`src/rtl/div_iter.sv`:
```
// Iterative radix-2 restoring divider for DIV/DIVU in EX; one quotient bit per
// cycle, holding the pipeline through stallreq_o until the result is ready.
`timescale 1ns/1ps
module div_iter #(
  parameter int WIDTH = 32
) (
  input  logic               clk,
  input  logic               rst,
  input  logic               start_i,
  input  logic               signed_i,
  input  logic [WIDTH-1:0]   opdata1_i,
  input  logic [WIDTH-1:0]   opdata2_i,
  input  logic               annul_i,
  output logic [2*WIDTH-1:0] result_o,
  output logic               ready_o,
  output logic               stallreq_o
);

  localparam int CW = $clog2(WIDTH + 1);

  typedef enum logic [1:0] {IDLE, BY_ZERO, ON, END} state_e;

  state_e               state_q, state_d;
  logic [CW-1:0]        cnt_q, cnt_d;
  logic [2*WIDTH:0]     work_q, work_d;
  logic [WIDTH-1:0]     divisor_q, divisor_d;
  logic                 negQuot_q, negQuot_d;
  logic                 negRem_q, negRem_d;
  logic [2*WIDTH-1:0]   result_q, result_d;
  logic                 ready_q, ready_d;

  logic [WIDTH-1:0]     op1Mag, op2Mag;
  logic [WIDTH+1:0]     trial;
  logic [2*WIDTH:0]     stepped;
  logic [WIDTH-1:0]     quot, rem, finalQuot, finalRem;
  logic                 lastStep;

  // Signed operands are divided as magnitudes; signs are reapplied at the end.
  assign op1Mag = (signed_i && opdata1_i[WIDTH-1]) ? -opdata1_i : opdata1_i;
  assign op2Mag = (signed_i && opdata2_i[WIDTH-1]) ? -opdata2_i : opdata2_i;

  assign trial   = work_q[2*WIDTH:WIDTH-1] - {2'b00, divisor_q};
  assign stepped = trial[WIDTH+1] ? {work_q[2*WIDTH-1:0], 1'b0}
                                  : {trial[WIDTH:0], work_q[WIDTH-2:0], 1'b1};

  assign quot      = stepped[WIDTH-1:0];
  assign rem       = stepped[2*WIDTH-1:WIDTH];
  assign finalQuot = negQuot_q ? -quot : quot;
  assign finalRem  = negRem_q ? -rem : rem;
  assign lastStep  = (cnt_q == CW'(WIDTH - 1));

  always_ff @(posedge clk) begin
    if (rst) begin
      state_q   <= IDLE;
      cnt_q     <= '0;
      work_q    <= '0;
      divisor_q <= '0;
      negQuot_q <= 1'b0;
      negRem_q  <= 1'b0;
      result_q  <= '0;
      ready_q   <= 1'b0;
    end else begin
      state_q   <= state_d;
      cnt_q     <= cnt_d;
      work_q    <= work_d;
      divisor_q <= divisor_d;
      negQuot_q <= negQuot_d;
      negRem_q  <= negRem_d;
      result_q  <= result_d;
      ready_q   <= ready_d;
    end
  end

  // Flush wins over everything; dropping start_i mid-divide abandons it.
  always_comb begin
    state_d = state_q;
    if (annul_i) begin
      state_d = IDLE;
    end else begin
      case (state_q)
        IDLE:    if (start_i) state_d = (opdata2_i == '0) ? BY_ZERO : ON;
        BY_ZERO: state_d = END;
        ON: begin
          if (!start_i)     state_d = IDLE;
          else if (lastStep) state_d = END;
        end
        END:     state_d = IDLE;
        default: state_d = IDLE;
      endcase
    end
  end

  always_comb begin
    cnt_d     = cnt_q;
    work_d    = work_q;
    divisor_d = divisor_q;
    negQuot_d = negQuot_q;
    negRem_d  = negRem_q;
    result_d  = '0;
    ready_d   = 1'b0;
    if (!annul_i) begin
      case (state_q)
        IDLE: begin
          if (start_i && (opdata2_i != '0)) begin
            work_d    = {{(WIDTH+1){1'b0}}, op1Mag};
            divisor_d = op2Mag;
            cnt_d     = '0;
            negQuot_d = signed_i & (opdata1_i[WIDTH-1] ^ opdata2_i[WIDTH-1]);
            negRem_d  = signed_i & opdata1_i[WIDTH-1];
          end
        end
        BY_ZERO: ready_d = 1'b1;
        ON: begin
          if (start_i) begin
            work_d = stepped;
            cnt_d  = cnt_q + CW'(1);
            if (lastStep) begin
              ready_d  = 1'b1;
              result_d = {finalRem, finalQuot};
            end
          end
        end
        default: ;
      endcase
    end
  end

  assign result_o   = result_q;
  assign ready_o    = ready_q;
  assign stallreq_o = start_i && !ready_q;

endmodule

```
`config.mk`:
```
export PLATFORM = sky130hd
export DESIGN_NAME = div_iter
export DESIGN_NICKNAME = d
export VERILOG_FILES = /design/src/rtl/div_iter.sv
export SDC_FILE = /design/constraint.sdc
export NUM_CORES = 1
export LEC_CHECK = 0
export BUFFER_PORTS_ARGS = -buffer_cell sky130_fd_sc_hd__buf_2
export CAP_MARGIN = 15
export CORE_ASPECT_RATIO = 1.75
export CORE_MARGIN = 3
export CORE_UTILIZATION = 59
export DETAILED_ROUTE_END_ITERATION = 6
export PLACE_DENSITY = 0.81
export SYNTH_ARGS = -nofsm -noshare
export SYNTH_HDL_FRONTEND = slang
export SYNTH_SLANG_ARGS = --single-unit
```
`constraint.sdc`:
```
create_clock -name clk -period 6.66 [get_ports clk]
set_clock_uncertainty 0.05 [all_clocks]
set_input_delay 0.666 -clock clk [delete_from_list [all_inputs] [get_ports clk]]
set_output_delay 0.666 -clock clk [all_outputs]
set_load 0.02 [all_outputs]
```
Word level (Yosys, flattened, before mapping)
Cells that the tools add are included.
{"block": "totals", "reg_bits": 172, "latchBits": 0, "ram_bits": 0, "romBits": 0, "inputBits": 69, "mem_count": 0}
{"block": "classes", "add_sub_neg": 6, "multipliers": 0, "div_mod_pow": 0, "n_lt_le_gt_ge": 0, "eq_ne": 8, "shift": 0, "mux": 19, "bitwise_logic": 7, "n_reduce_logical": 14}
{"cell": "two-way mux 65 bit", "n": 3}
{"cell": "case mux 65 bit (2 select lines)", "n": 1}
{"cell": "two-way mux 32 bit", "n": 4}
{"cell": "negation 32 bit", "n": 4}
{"cell": "subtractor 34 x 32 -> 34 bit", "n": 1}
{"cell": "zero test 32 bit", "n": 1}
{"cell": "nonzero test 32 bit", "n": 1}
{"cell": "two-way mux 6 bit", "n": 2}
{"cell": "case mux 6 bit (2 select lines)", "n": 1}
{"cell": "two-way mux 2 bit", "n": 4}
{"cell": "case mux 2 bit (4 select lines)", "n": 1}
{"cell": "adder 6 x 1 -> 6 bit, second input constant", "n": 1}
{"cell": "== test 6 x 5 -> 1 bit, second input constant", "n": 1}
{"cell": "!= test 2 bit, second input constant", "n": 3}
{"cell": "OR reduction 5 bit", "n": 1}
{"cell": "== test 2 bit, second input constant", "n": 2}
{"cell": "logical AND 1 bit", "n": 4}
{"cell": "inverter 1 bit", "n": 4}
{"cell": "AND reduction 4 bit", "n": 1}
{"cell": "!= test 3 bit, second input constant", "n": 1}
{"cell": "AND reduction 3 bit", "n": 1}
{"cell": "bitwise AND 1 bit", "n": 2}
{"cell": "== test 2 x 1 -> 1 bit, second input constant", "n": 1}
{"cell": "zero test 2 bit", "n": 1}
{"cell": "other kinds (7)", "n": 8}

Logic depth before layout (Yosys ltp)
Gate-level depths: netlist of run 1.
{"block": "logic_depth", "word_depth": 4, "ltp_mapped": 23, "depth_no_buf": 20}

Least setup slack after synthesis of run 1
No wires, ideal clock.
{"block": "synth_timing", "path_type": "register to register", "from": "register work_q[45]", "to": "register result_q[62], in the netlist result_o[62]", "setup_ns": 0.123, "arrival_ns": 4.603, "t_required_ns": 6.487, "path_slack_ns": 1.884, "stages_incl_launch_ff": 21, "path_buffers": 4, "synth_period_minus_slack_ns": 4.776, "cell_sequence": "dfxtp_1 -> ha_1 -> buf_2 -> a21oi_2 -> a32oi_1 -> a41o_1 -> and3_1 -> a22oi_2 -> and2_4 -> buf_2 -> buf_2 -> buf_2 -> mux2i_1 -> ha_1 -> and2_1 -> nand4b_1 -> nor4_2 -> a41oi_2 -> or4_1 -> o21ai_1 -> mux2_1"}
{"block": "synth_between", "elab_chain_len": 4}
{"item": "start: declaration", "line_no": "25", "rtl": "logic [2*WIDTH:0] work_q, work_d;"}
{"item": "start signal: assignment", "line_no": "65", "rtl": "work_q <= work_d;"}
{"item": "subtractor 34 x 32 -> 34 bit", "line_no": "42", "rtl": "assign trial = work_q[2*WIDTH:WIDTH-1] - {2'b00, divisor_q};"}
{"item": "two-way mux 65 bit *", "line_no": "43", "rtl": "assign stepped = trial[WIDTH+1] ? {work_q[2*WIDTH-1:0], 1'b0}"}
{"item": "negation 32 bit", "line_no": "49", "rtl": "assign finalRem = negRem_q ? -rem : rem;"}
{"item": "two-way mux 32 bit *", "line_no": "49"}
{"item": "end signal: assignment", "line_no": "69", "rtl": "result_q <= result_d;"}
{"item": "end: declaration", "line_no": "29", "rtl": "logic [2*WIDTH-1:0] result_q, result_d;"}
Mark *: on every way between the ends. The rest lies on a longest branch, timed or not.
A chain may end at the register's enable or synchronous reset.

Worst setup path in the final report of run 1
{"block": "layout_timing", "from": "register work_q[47]", "to": "register result_q[62], in the netlist result_o[62]"}
The elaborated chain is that of the path after synthesis.

==> results of run 1 <==
-- cells in the mapped netlist, drive strengths merged, types with 3 or more instances --
cell     instances  area, um^2
o311ai           4        42.6
nand3           28         145
a41oi            3        41.3
a311oi           4        35.0
nand4            9        56.3
or4             12        90.1
xnor2           61         534
or3             12        75.1
nand2          144         541
o211ai          19         143
nor4b            3        26.3
a21o            12        90.1
a31oi           11        83.8
dfxtp          172        3440
and2            13        83.8
inv             61         229
ha              40         500
buf             29         144
a21boi           6        45.1
o31ai           35         263
nor3b            5        37.5
nand4b           3        26.3
mux2i           16         160
nor2b            6        37.5
o21a             6        45.0
clkbuf          48         180
a211oi          45         343
and3            15        93.8
o21ai           68         340
a22oi           17         133
nor3            31         155
nand2b          13        81.3
o31a             5        43.8
nor4            16         134
nand3b           5        37.5
or2              4        25.0
a221oi           4        35.0
mux2             5        56.3
o41ai            8        77.6
xor2            79         692
o2111ai          4        35.0
a21oi          116         592
nor2           232         887
-- metal layers --
layer	track usage, %	vias up	share of wire, %
met5	0	-	0
met4	26.0	0	8.8
met3	4.79	151	4.0
met2	60.6	387	53
met1	34.2	5218	34
li1	-	5322	-
-- per-stage QoR --
step           area (um^2)  instances
6_report             12400       1786
5_1_grt              12400       1786
4_1_cts              12400       1786
3_5_place_dp         11800       1754
3_3_place_gp         11800       1754
2_1_floorplan        11100       1455
-- worst max-delay path, cell delays in order, from the launching register on --
cell      delay [ps]
dfxtp_1          360
ha_1             390
a21oi_1          270
o21ai_1          160
nor3_1           210
nand3_1          190
a311o_1          360
and2_4           240
inv_2            180
nor2_1            60
a21oi_1          230
ha_1             310
and2_1           180
nand4b_1         210
nor4_2           250
a41oi_2          270
or4_1            470
o21ai_1          140
mux2_1           330
-- kinds of logic after synthesis --
kind of cell,synth area share [%]
AOI/OAI and AO/OA,23.2
xor gates and xnor gates,11.0
adders and majority gates,4.68
buffers and inverters,4.97
DFF,31.0
muxes,1.95
and+or+nand+nor,23.2
-- area by class of cell --
class                   count  area (um^2)  share of cell area (%)
flip-flops and latches    172         3440                    27.7
clock buffers              18          429                    3.45
well taps                 234          293                    2.36
clock inverters            14          178                    1.43
repair buffers            142          731                    5.88
inverters                  61          229                    1.84
multi-input cells        1145         7130                    57.3
-- power by group through the flow --
stage	Clock (mW)	Sequential, mW	Combinational [mW]
after global placement	0	1.11	0.529
after detailed placement	0	1.11	0.536
after global routing	1.09	1.10	0.601
after floorplan	0	1.10	0.392
after CTS	1.05	1.09	0.539
final	1.04	1.09	0.547
-- registers in the layout, indices dropped and copies added, names as in the netlist --
signal	count
cnt_q	6
divisor_q	32
negQuot_q	1
negRem_q	1
ready_o	1
result_o	64
state_q	2
work_q	65
-- final timing paths --
path | start | endpoint | cells past startpoint
worst max register to register | work_q[47]$_SDFFE_PP0P_ | result_o[62]$_SDFF_PP0_ | 18
worst min-delay path | divisor_q[31]$_SDFFE_PP0P_ | divisor_q[31]$_SDFFE_PP0P_ | 2
worst max-delay path | work_q[47]$_SDFFE_PP0P_ | result_o[62]$_SDFF_PP0_ | 18
worst min register to register | divisor_q[31]$_SDFFE_PP0P_ | divisor_q[31]$_SDFFE_PP0P_ | 2
==> impl_metrics.ini, run 1 <==
[placement]
port_buffers = 134
detailedPlace.worstSlack_ps = 1730
gp_congestion = 1.00
hpwlAfterDp_um = 25500

[sta]
drv_slew = 0
whs_ps = 402
setup-tns-final_ps = 0
slew_headroom_pct = 22.3
fmax_mhz = 201
final_cycle_utilization_of_the_critical_path_pct = 74.5
worstMarginPinSlew_ps = 1160
fin_crit_ps = 4960
fin_ws_ps = 1700
grt_setup_unrepaired = false
hold_viol = 0
setup_viol_count_final = 0

[clocking]
post-cts-setup-buffers = 0
clk_root_buffer_cell = clkbuf_16
cts_repair_resize_count = 0
h-tree-depth = 4
cts_tree = built
clkLatencyLatePin_ps = 450
worst_setup_hold_path_clk_slew_ps = 70
cts-root-to-sink-buffers = 2
cts_inserted_buffers = 17
numClockSinks = 172
post_cts_hold_buffer_count = 0

[power_and_ir_drop]
power.share.switching_pct = 32.0
combPwrFrac_pct = 20.4
power_mw = 2.68
net-switching-power_mw = 0.859
power.leakage_nw = 4.99
worst_ir_drop_vdd_uv = 196
power.clock.fraction_pct = 38.9
p_int_mw = 1.82
powerDensity_nw_per_um2 = 216
share_seq_of_total_power_pct = 40.7

[logic_synthesis]
sequential_to_total_area_share_from_yosys_stat_pct = 31.0
synth-async-reset-ratio_pct = 0
synth_enable_flop_cells = 0
synth_fp_nets = 1565
syn-mean-instance-area_um2 = 7.64
synth-seq-cells = 172
yosysUniqueCellTypes = 84
synth_flop_cell = dfxtp_1
synthCells = 1455
synth-warning-count = 0
mappedNetlistArea_um2 = 11100

[layout]
post_route_cells_drive_above_1_share_pct = 13.0
nFillCells = 1630
antenna_diode_count = 0
final_nets = 1649
final_common_cell = nor2_1
area.growth.synth_to_final_pct = 11.8
utilization_pct = 67.9
most-common-layout-cells = nor2_1 (231), dfxtp_1 (172), nand2_1 (144), buf_2 (134), a21oi_1 (113)

[floorplan]
io_pins = 135
row_count = 65
floorplan.die.height_um = 188
start_util_pct = 60.8
core_area_um2 = 18300
fp.dieArea_um2 = 20600
die_width_um = 110

[setup_path]
path_max_fanout = 12
critical_path.endpoint_type = flip-flop
start_kind = flip-flop
required_ps = 6950
worst_r2r_setup_slack_ps = 1700
worst_ep_arrival_time_ps = 5260
critical_path_class = reg -> reg

[detailed_routing]
via_per_inst = 6.20
antenna_violating_nets_left = 0
route.detailed.drc = 0
route.detailed.wl_per_inst_um = 19.0
drt_pre_antenna_iters = 5
routed_wl_um = 34000
detailedRoute.firstIterationViolations = 701
via_count = 11100

[flow_run]
maxCapViolations = 0

[grt]
grt_max_degree = 68
grt_first_pass_wirelength_um = 54800
grt_usage_pct = 33.9
number_of_antenna_violations_at_the_first_check_in_global_routing = 0
grt_pass1_vias = 11100
grt_overflow = 0

[outcome]
run_status = finished clean

[hold_path]
hold_path.class = reg -> reg
(Power assumes the default switching activity.)
==> run 2: changes to the inputs <==
--- a/config.mk
+++ b/config.mk
@@ -9,9 +9,9 @@
 export CAP_MARGIN = 15
 export CORE_ASPECT_RATIO = 1.75
 export CORE_MARGIN = 3
-export CORE_UTILIZATION = 59
+export CORE_UTILIZATION = 54
 export DETAILED_ROUTE_END_ITERATION = 6
-export PLACE_DENSITY = 0.81
+export PLACE_DENSITY = 0.78
 export SYNTH_ARGS = -nofsm -noshare
 export SYNTH_HDL_FRONTEND = slang
 export SYNTH_SLANG_ARGS = --single-unit
==> constraint.sdc (replaced) <==
create_clock -name clk -period 4.45 [get_ports clk]
set_clock_uncertainty 0.05 [all_clocks]
set_input_delay 0.445 -clock clk [delete_from_list [all_inputs] [get_ports clk]]
set_output_delay 0.445 -clock clk [all_outputs]
set_load 0.02 [all_outputs]
==> run 2 against run 1 <==
Total power grew 53%. Worst setup slack lost 1500 ps. Sequential share of layout area shrank 0.95 points. Design area grew 3.9%. Critical endpoint unchanged.
==> impl_metrics.ini, run 2 (synthesis results as in run 1) <==
[placement]
placed_cells = 1795
hpwlAfterDp_um = 27300
detailed_place.area_um2 = 12100
gp_congestion = 1.02
detailedPlace.worstSlack_ps = 92.6
port_buffers = 134

[layout]
antenna_diode_count = 0
stdcell_count = 1830
post_route_design_area_um2 = 12900
post_route_cells_drive_above_1_share_pct = 17.6
regMostFlops = work_q
nFillCells = 1781
final_nets = 1682
flip_flop_count_of_the_largest_register_all_copies_and_words_added = 65
area.growth.synth_to_final_pct = 16.1
most-common-layout-cells = nor2_1 (230), dfxtp_1 (163), nand2_1 (144), buf_2 (133), a21oi_1 (105)
final_common_cell = nor2_1

[detailed_routing]
routed_wl_um = 35400
detailedRoute.firstIterationViolations = 756
antenna_violating_nets_left = 0
route.detailed.drc = 0
via_count = 11200
via_per_inst = 6.10
drt_pre_antenna_iters = 6
route.detailed.wl_per_inst_um = 19.3

[setup_path]
worstReg2RegEnd = result_o[62]$_SDFF_PP0_
worst_r2r_setup_slack_ps = 180
critical_path_class = reg -> reg
path_max_fanout = 7
reg2reg_from = work_q[50]$_SDFFE_PP0P_
start_kind = flip-flop
required_ps = 4740
critical_path.endpoint_type = flip-flop
worst_ep_arrival_time_ps = 4560
rr_worst_depth = 15

[sta]
fmax_mhz = 234
hold_viol = 0
final_cycle_utilization_of_the_critical_path_pct = 96.0
slew_headroom_pct = 26.3
setup_viol_count_final = 0
fin_ws_ps = 177
fin_crit_ps = 4270
drv_slew = 0
worstMarginPinSlew_ps = 1110

[clocking]
h-tree-depth = 4
post_cts_hold_buffer_count = 0
cts-root-to-sink-buffers = 2
cts_inserted_buffers = 17
clk_root_buffer_cell = clkbuf_16
numClockSinks = 172
worst_setup_hold_path_clk_slew_ps = 70
clkLatencyLatePin_ps = 450
cts_tree = built

[floorplan]
io_pins = 135
row_count = 68
die_width_um = 114
core_area_um2 = 20000
start_util_pct = 55.6
fp.dieArea_um2 = 22400
floorplan.die.height_um = 196

[power_and_ir_drop]
worst_ir_drop_vdd_uv = 293
net-switching-power_mw = 1.28
power.leakage_nw = 5.18
combPwrFrac_pct = 21.7
powerDensity_nw_per_um2 = 317
power.clock.fraction_pct = 38.4
p_int_mw = 2.82
power.share.switching_pct = 31.2
power_mw = 4.10
share_seq_of_total_power_pct = 39.9

[grt]
grt_first_pass_wirelength_um = 55700
grt_overflow = 0
number_of_antenna_violations_at_the_first_check_in_global_routing = 0
grt_max_degree = 99
grt_usage_pct = 31.5
grt_pass1_vias = 11000

[hold_path]
worst_hold_path.num_cells = 2
startpoint_of_the_worst_hold_path = rst
min_delay_worst_endpoint = work_q[26]$_SDFFE_PP0P_
hold_path.class = in -> reg

[outcome]
run_status = finished clean

[flow_run]
maxCapViolations = 0
## run 2: cell types whose count changed in the layout (fill, tap and decap cells not counted), moves of 7 or more
cell	delta
a21oi_1	-8
buf_4	+33
a21oi_2	+7
ha_1	-16
dfxtp_2	+9
dfxtp_1	-9
ha_2	+11
## run 2: how the worst max path moves through the flow
stage | to | from
finish | result_o[62]$_SDFF_PP0_ | work_q[50]$_SDFFE_PP0P_
detailed placement | result_o[62]$_SDFF_PP0_ | work_q[33]$_SDFFE_PP0P_
CTS | result_o[62]$_SDFF_PP0_ | work_q[33]$_SDFFE_PP0P_
global route | result_o[62]$_SDFF_PP0_ | work_q[58]$_SDFFE_PP0P_
floorplan | result_o[62]$_SDFF_PP0_ | work_q[45]$_SDFFE_PP0P_
global placement | result_o[62]$_SDFF_PP0_ | work_q[33]$_SDFFE_PP0P_
## run 2: worst max-delay path: stages (launching register included)
cell,delay (ps)
dfxtp_1,440
ha_1,360
and2_1,230
a41o_1,290
and3_1,180
a22oi_2,200
and2_4,240
mux2i_4,260
ha_2,210
and2_1,150
nand4b_1,150
nor4_2,320
a41oi_2,190
or4_4,440
o21ai_2,130
mux2_1,340
## run 2: cell type report
| class | instances | area (um^2) | area share [%] |
|---|---|---|---|
| Clock inverter | 14 | 183 | 1.41 |
| Timing Repair Buffer | 175 | 993 | 7.69 |
| Tap cell | 245 | 307 | 2.37 |
| Sequential cell | 172 | 3450 | 26.8 |
| Multi-Input combinational cell | 1145 | 7320 | 56.7 |
| Clock buffer | 18 | 429 | 3.32 |
| Inverter | 61 | 229 | 1.77 |
## run 2: power by group through the flow
stage                     Clock, mW  Combinational [mW]  Sequential, mW
after CTS                      1.59               0.852            1.63
after global placement            0               0.834            1.67
after floorplan                   0               0.590            1.65
final                          1.57               0.889            1.63
after detailed placement          0               0.847            1.67
after global routing           1.65               0.969            1.64
## run 2: timing repair
action | in CTS | in global routing
gates resized for setup | 0 | 45
setup buffers | 0 | 3
endpoints found under the hold margin | 0 | 0
setup endpoints to repair | 0 | 10
## run 2: stage by stage
step	hold WS, ps	TNS, ps	util [%]
3_3_place_gp	392	0	60.5
3_5_place_dp	399	0	60.5
4_1_cts	164	0	63.6
2_1_floorplan	382	0	-
6_report	178	0	64.6
5_1_grt	188	-13.6	64.6
## run 2: per-layer routing
| layer | part of all wire [%] | track usage [%] | vias up |
|---|---|---|---|
| met1 | 34 | 30.4 | 5220 |
| met4 | 8.8 | 26.0 | 0 |
| met5 | 0 | 0 | - |
| met2 | 53 | 57.0 | 399 |
| met3 | 4.3 | 4.81 | 158 |
| li1 | - | - | 5385 |
==> run 3: changes to the inputs <==
--- a/config.mk
+++ b/config.mk
@@ -9,9 +9,9 @@
 export CAP_MARGIN = 15
 export CORE_ASPECT_RATIO = 1.75
 export CORE_MARGIN = 3
-export CORE_UTILIZATION = 54
+export CORE_UTILIZATION = 62
 export DETAILED_ROUTE_END_ITERATION = 6
-export PLACE_DENSITY = 0.78
+export PLACE_DENSITY = 0.84
 export SYNTH_ARGS = -nofsm -noshare
 export SYNTH_HDL_FRONTEND = slang
 export SYNTH_SLANG_ARGS = --single-unit
==> constraint.sdc (replaced) <==
create_clock -name clk -period 5.5 [get_ports clk]
set_clock_uncertainty 0.05 [all_clocks]
set_input_delay 0.55 -clock clk [delete_from_list [all_inputs] [get_ports clk]]
set_output_delay 0.55 -clock clk [all_outputs]
set_load 0.02 [all_outputs]
==> run 3 against run 2 <==
Sequential power is 19% lower. Wire length fell by 2.4%. Maximum frequency fell by 15%. Largest power group is now the clock network. Via count rose by 0.65%. Design area down 2.7%.
==> impl_metrics.ini, run 3 (synthesis results as in run 1) <==
[layout]
nFillCells = 1461
area.growth.synth_to_final_pct = 13.0
stdcell_count = 1787
post_route_cells_drive_above_1_share_pct = 13.2
regMostFlops = work_q
most-common-layout-cells = nor2_1 (231), dfxtp_1 (172), nand2_1 (144), buf_2 (134), a21oi_1 (113)
flip_flop_count_of_the_largest_register_all_copies_and_words_added = 65
final_common_cell = nor2_1
final_nets = 1653
antenna_diode_count = 0

[hold_path]
hold_path.class = in -> reg
worst_hold_path.num_cells = 3

[grt]
grt_max_degree = 95
grt_overflow = 0
grt_usage_pct = 35.2
grt_pass1_vias = 11200
number_of_antenna_violations_at_the_first_check_in_global_routing = 0
grt_first_pass_wirelength_um = 54800

[placement]
hpwlAfterDp_um = 25400
port_buffers = 134
placed_cells = 1755
gp_congestion = 1.02

[floorplan]
row_count = 64
floorplan.die.height_um = 183
fp.dieArea_um2 = 19600
io_pins = 135
core_area_um2 = 17500
die_width_um = 107
start_util_pct = 63.4

[detailed_routing]
antenna_violating_nets_left = 0
route.detailed.wl_per_inst_um = 19.3
detailedRoute.firstIterationViolations = 633
routed_wl_um = 34500
via_count = 11200
via_per_inst = 6.29
drt_pre_antenna_iters = 5
route.detailed.drc = 0

[clocking]
cts_inserted_buffers = 17
clk_root_buffer_cell = clkbuf_16
h-tree-depth = 4
cts-root-to-sink-buffers = 2
worst_setup_hold_path_clk_slew_ps = 70
numClockSinks = 172
cts_tree = built
cts_repair_resize_count = 0
clkLatencyLatePin_ps = 440
post-cts-setup-buffers = 0
post_cts_hold_buffer_count = 0

[setup_path]
critical_path.endpoint_type = flip-flop
worst_ep_arrival_time_ps = 5270
critical_path_class = reg -> reg
start_kind = flip-flop
required_ps = 5770
rr_worst_depth = 19
path_max_fanout = 17

[sta]
fin_crit_ps = 5000
setup-tns-final_ps = 0
grt_setup_unrepaired = false
slew_headroom_pct = 22.6
worstMarginPinSlew_ps = 1160
setup_viol_count_final = 0
drv_slew = 0
fmax_mhz = 200
hold_viol = 0
final_cycle_utilization_of_the_critical_path_pct = 90.9

[power_and_ir_drop]
powerDensity_nw_per_um2 = 276
power.leakage_nw = 5.07
worst_ir_drop_vdd_uv = 206
power_mw = 3.46

[outcome]
run_status = finished clean

[flow_run]
maxCapViolations = 0
run 3: cell types whose count changed in the layout (fill, tap and decap cells not counted), moves of 8 or more:
| cell | before | now |
|---|---|---|
| a21oi_1 | 105 | 113 |
| buf_4 | 41 | 11 |
| dfxtp_1 | 163 | 172 |
| dfxtp_2 | 9 | 0 |
| ha_1 | 24 | 40 |
| ha_2 | 11 | 0 |
run 3: worst max-delay path, stage by stage, from the launching register on:
cell      delay (ps)
dfxtp_1          310
inv_1             50
ha_1             420
a21oi_2          230
a32oi_1          160
a41o_1           300
and3_1           180
a22oi_2          210
and2_4           300
inv_2             60
buf_4            190
a21oi_1          250
ha_1             310
and2_1           180
nand4b_1         210
nor4_2           240
a41oi_2          270
or4_1            480
o21ai_1          150
mux2_1           320
run 3: worst paths after layout:
| check | startpoint | end | slack (ps) |
|---|---|---|---|
| hold reg to reg | divisor_q[31]$_SDFFE_PP0P_ | divisor_q[31]$_SDFFE_PP0P_ | 410 |
| setup / recovery | divisor_q[14]$_SDFFE_PP0P_ | result_o[62]$_SDFF_PP0_ | 500 |
| hold / removal | opdata2_i[0] | divisor_q[0]$_SDFFE_PP0P_ | 330 |
| setup reg to reg | divisor_q[14]$_SDFFE_PP0P_ | result_o[62]$_SDFF_PP0_ | 500 |
run 3: power breakdown:
| group | switching [mW] | total (mW) | internal [mW] |
|---|---|---|---|
| Combinational | 0.435 | 0.676 | 0.241 |
| Clock | 0.553 | 1.46 | 0.911 |
| Sequential | 0.0391 | 1.32 | 1.28 |
run 3: per-layer routing:
layer	global-route usage, %	vias up	wire, um
li1	-	5337	-
met1	34.8	5293	11700
met2	64.1	445	18300
met3	4.47	160	1510
met4	28.4	0	3020
met5	0	-	0
run 3: cell type report:
| class | instances | area [um^2] | share of cell area (%) |
|---|---|---|---|
| Multi-Input combinational cell | 1145 | 7130 | 56.7 |
| Sequential cell | 172 | 3440 | 27.4 |
| Timing Repair Buffer | 146 | 773 | 6.15 |
| Clock buffer | 18 | 429 | 3.42 |
| Tap cell | 231 | 289 | 2.30 |
| Clock inverter | 14 | 275 | 2.19 |
| Inverter | 61 | 229 | 1.82 |
run 3: through the flow:
stage / setup WS (ps) / util, % / hold slack (ps) / instance area (um^2)
floorplan: 724 / - / 382 / 11100
global placement: 764 / 67.6 / 392 / 11900
detailed placement: 624 / 67.6 / 394 / 11900
CTS: 574 / 71.7 / 319 / 12600
global route: 133 / 71.7 / 356 / 12600
finish: 499 / 71.7 / 328 / 12600
